$ cat src/rtl/apu_pkg.sv
// Shared APU definitions: step-index type, per-step tick masks and default divider.
package apu_pkg;

  // Frame sequencer step index, 0..7.
  typedef logic [2:0] stepIdx_t;

  // Bit n set means the tick fires when step n executes.
  localparam logic [7:0] LENGTH_STEP_MASK = 8'b0101_0101;
  localparam logic [7:0] SWEEP_STEP_MASK  = 8'b0100_0100;
  localparam logic [7:0] ENV_STEP_MASK    = 8'b1000_0000;

  // 4.194304 MHz / 512 Hz.
  localparam int unsigned DEFAULT_CLK_DIV = 8192;

endpackage

$ cat src/rtl/frame_sequencer_prescaler.sv
// Free-running divider: counts 0..CLK_DIV-1 and flags the last count as the wrap.
module frame_sequencer_prescaler #(
  parameter int unsigned CLK_DIV   = 8192,
  parameter int unsigned DIV_WIDTH = 13
) (
  input  logic clk,
  input  logic rst_n,
  input  logic clear,
  output logic wrap
);

  localparam logic [DIV_WIDTH-1:0] LastCount = DIV_WIDTH'(CLK_DIV - 1);

  logic [DIV_WIDTH-1:0] countQ, countD;

  // Wrap is suppressed while clear so a disable in the event cycle wins.
  always_comb begin
    wrap   = (countQ == LastCount) && !clear;
    countD = countQ + DIV_WIDTH'(1);
    if (clear || wrap) begin
      countD = '0;
    end
  end

  // Counter register.
  always_ff @(posedge clk or negedge rst_n) begin
    if (!rst_n) begin
      countQ <= '0;
    end else begin
      countQ <= countD;
    end
  end

endmodule

$ cat src/rtl/frame_sequencer.sv
// APU frame sequencer: 512 Hz step counter producing length, sweep and envelope ticks.
module frame_sequencer
  import apu_pkg::*;
#(
  parameter int unsigned CLK_DIV   = DEFAULT_CLK_DIV,
  parameter int unsigned DIV_WIDTH = 13
) (
  input  logic       clk,
  input  logic       rst_n,
  input  logic       apu_enable,
  output logic       length_tick,
  output logic       sweep_tick,
  output logic       envelope_tick,
  output logic [2:0] step
);

  logic     stepEvent;
  logic     clear;
  stepIdx_t stepQ, stepD;
  logic     lengthQ, lengthD;
  logic     sweepQ, sweepD;
  logic     envQ, envD;

  assign clear = !apu_enable;

  frame_sequencer_prescaler #(
    .CLK_DIV   (CLK_DIV),
    .DIV_WIDTH (DIV_WIDTH)
  ) uPrescaler (
    .clk   (clk),
    .rst_n (rst_n),
    .clear (clear),
    .wrap  (stepEvent)
  );

  // Advance the step on each event and decode the executed step into ticks.
  always_comb begin
    stepD   = stepQ;
    lengthD = 1'b0;
    sweepD  = 1'b0;
    envD    = 1'b0;
    if (clear) begin
      stepD = '0;
    end else if (stepEvent) begin
      stepD   = stepQ + stepIdx_t'(1);
      lengthD = LENGTH_STEP_MASK[stepQ];
      sweepD  = SWEEP_STEP_MASK[stepQ];
      envD    = ENV_STEP_MASK[stepQ];
    end
  end

  // Step and tick registers; ticks live for one cycle after the event edge.
  always_ff @(posedge clk or negedge rst_n) begin
    if (!rst_n) begin
      stepQ   <= '0;
      lengthQ <= 1'b0;
      sweepQ  <= 1'b0;
      envQ    <= 1'b0;
    end else begin
      stepQ   <= stepD;
      lengthQ <= lengthD;
      sweepQ  <= sweepD;
      envQ    <= envD;
    end
  end

  assign step          = stepQ;
  assign length_tick   = lengthQ;
  assign sweep_tick    = sweepQ;
  assign envelope_tick = envQ;

endmodule
$ cat config.mk
export PLATFORM = sky130hd
export DESIGN_NAME = frame_sequencer
export DESIGN_NICKNAME = d
export VERILOG_FILES = /design/src/rtl/apu_pkg.sv /design/src/rtl/frame_sequencer_prescaler.sv /design/src/rtl/frame_sequencer.sv
export SDC_FILE = /design/constraint.sdc
export NUM_CORES = 1
export LEC_CHECK = 0
export CORE_MARGIN = 4
export CORE_UTILIZATION = 41
export CTS_CLUSTER_SIZE = 12
export DETAILED_ROUTE_END_ITERATION = 8
export HOLD_SLACK_MARGIN = 0.15
export PLACE_DENSITY = 0.67
export SYNTH_ARGS = -nofsm -noshare
export SYNTH_HDL_FRONTEND = slang
export SYNTH_SLANG_ARGS = --single-unit
$ cat constraint.sdc
create_clock -name clk -period 1.8 [get_ports clk]
set_input_delay 0.36 -clock clk [delete_from_list [all_inputs] [get_ports clk]]
set_output_delay 0.36 -clock clk [all_outputs]
set_load 0.02 [all_outputs]
==> out/qor.csv <==
metric,value,unit
finalPower,675.4,uW
cp-start-kind,flop,
worstMarginPinSlew,0.4242,ns
regToRegSetupSlack,0.18,ns
place_congestion,0.7313,
crit_chain,clkdlybuf4s50_1,
async_reset_ff_frac,1.000,
r2r_end,step[1]$_DFFE_PN0N_,
start_util,0.4498,
cpPeakStageDelay,0.63,ns
nNetsFinal,109,
irDropWorstVdd,0.4109,mV
slew_headroom,0.7146,
synthCells,87,
ys_seq_area_frac,0.5177,
grt_max_degree,20,
clk-insertion-delay-late,0.29,ns
min_period,1.690,ns
cap_viol_max_count,0,
fin_tns_setup,0,ns
ys_types,29,
h-tree-depth,1,
drv_slew,0,
p_int,533.4,uW
first_pass_iters,4,
numPlacedInstances,124,
dieArea,3061,um2
worstPathRequired,1.44,ns
ys.flop_type,dfrtp_1,
cts_sinks,19,
syn_area,918.4,um2
diodes,0,
io_buffers,8,
hpwl,1164,um
pin_count,9,
skew,0.001434,ns
core,2042,um2
vias,688,
wire_per_inst,12.19,um
cts_buffers,3,
ant_nets,0,
cts_buffer_depth,2,
crit_type,reg -> out,
yosysWarnings,0,
sw_frac_of_total,0.2103,
syn-num-nets,94,
startpoint,step[0]$_DFFE_PN0N_,
crit_slowest_cell,clkdlybuf4s50_1,
rr_startpoint,uPrescaler.countQ[0]$_DFF_PN0_,
synth_enable_flop_cells,0,
routed_wl,1560,um
viasPerCell,5.375,
die_w,55.33,um
critPathBufInv,1,
antenna_found_initial,0,
cts_tree,done,
combinationalPowerShare,0.054,
die_h,55.33,um
clk_pin_slew,0.09,ns
arrival,1.33,ns
rows,16,
p_leak,0.4540,nW
drtIter0Drc,11,
crit_fanout,5,
drc_errors,0,
p_clk_frac,0.298,
clockRootBuffer,clkbuf_4,
hp-class,in -> async,
setup_violations,0,
syn_area_per_cell,10.56,um2
rsz0062_at_grt,false,
drive_gt1_frac,0.1485,
reg2reg_depth,4,
end_kind,output pin,
ys_ff_latch,19,
fmax,591.9,MHz
cpLargestDelayFamily,buffers and inverters,
fin_crit_sh,0.9386,
switching_power,142.1,uW
seq_power_share,0.648,
power_density,625.5,nW/um2
grt_pass1_wl,2980,um
grt_pass1_vias,692,
overflow,0,
track_usage,0.1209,
hold_viol,0,
outcome,completed,
fin_cells,128,
area_delta_synth_final,17.58,%
==> worst max path at each step <==
stage,to,slack [ns],cells past startpoint
finish,step[0],0.11,1
global route,step[0],0.04,1
CTS,step[1]$_DFFE_PN0N_,0.08,4
detailed placement,step[1]$_DFFE_PN0N_,0.11,4
global placement,step[1]$_DFFE_PN0N_,0.15,4
floorplan,uPrescaler.countQ[2]$_DFF_PN0_,0.29,6
==> routing by layer <==
| layer | part of all wire | up-vias | GRT usage |
|---|---|---|---|
| met4 | 0.015 | 0 | 0.06250 |
| li1 | - | 341 | - |
| met3 | 0.040 | 4 | 0.03497 |
| met1 | 0.45 | 331 | 0.1472 |
| met2 | 0.50 | 12 | 0.1926 |
| met5 | 0 | - | 0 |
==> cell type report <==
cell class	instances	area, um2
sequential	19	475.5
fill	214	962.2
clock buffer	4	26.28
multi-input combinational	59	404.1
tap	27	33.78
inverter	6	22.52
timing repair buffer	13	117.6
==> registers in the layout, summed over array words and instances, names as in the netlist <==
| name | flops |
|---|---|
| step | 3 |
| uPrescaler.countQ | 13 |
| envelope_tick | 1 |
| length_tick | 1 |
| sweep_tick | 1 |
==> Yosys cell counts (all sizes together) (2+ instances only) <==
master  instances  area [um2]
a21oi           5       28.78
buf             3       21.27
or3             4       27.52
nand2           7       26.28
o21ai           4       20.02
a21boi          2       15.02
nand3           4       20.02
nor2            6       22.52
and2            2       12.51
mux2i           2       20.02
inv             6       22.52
or4             4       33.78
nor4            2       12.51
nand4           3       25.02
o31ai           3       22.52
xnor2           2       17.52
dfrtp          19       475.5
ha              4       50.05
==> cells by family after synthesis <==
kind of cell | after synthesis | share of synthesized area
compound gates | 17 | 0.1281
xor+xnor | 3 | 0.02862
fa+ha+maj | 4 | 0.05450
buf+inv | 9 | 0.04768
flops | 19 | 0.5177
mux | 2 | 0.02180
simple gates | 33 | 0.2016
==> repair_timing <==
item,in CTS,in global routing
gates resized for setup,0,1
endpoints found under the setup margin,0,4
setup buffers,0,0
hold buffers,0,0
==> power groups by stage <==
stage / registers (mW) / clock network [mW] / logic, mW
global placement: 0.445 / 0 / 0.0356
floorplan: 0.445 / 0 / 0.0147
detailed placement: 0.446 / 0 / 0.0372
finish: 0.438 / 0.202 / 0.0363
CTS: 0.437 / 0.217 / 0.0376
global route: 0.439 / 0.238 / 0.0413
==> placed cells by master (no fill, tap or decap), types with 3 or more instances in the layout <==
cell,instances
nand3_1,3
clkdlybuf4s50_1,8
ha_1,4
buf_4,5
nand2_1,7
or4_1,3
clkbuf_4,3
dfrtp_1,19
o31ai_1,3
a21oi_1,4
nor2_1,6
o21ai_0,4
inv_1,6
==> through the flow <==
stage | utilization | instance area [um2] | worst slack (ns) | hold slack [ns]
floorplan | - | 918.4 | 0.2882 | 0.06441
global placement | 0.5135 | 1049 | 0.1491 | 0.4657
detailed placement | 0.5135 | 1049 | 0.1064 | 0.4746
CTS | 0.5263 | 1075 | 0.07821 | 0.4064
global route | 0.5288 | 1080 | 0.03738 | 0.4087
finish | 0.5288 | 1080 | 0.1105 | 0.4047
(Power assumes the default switching activity.)
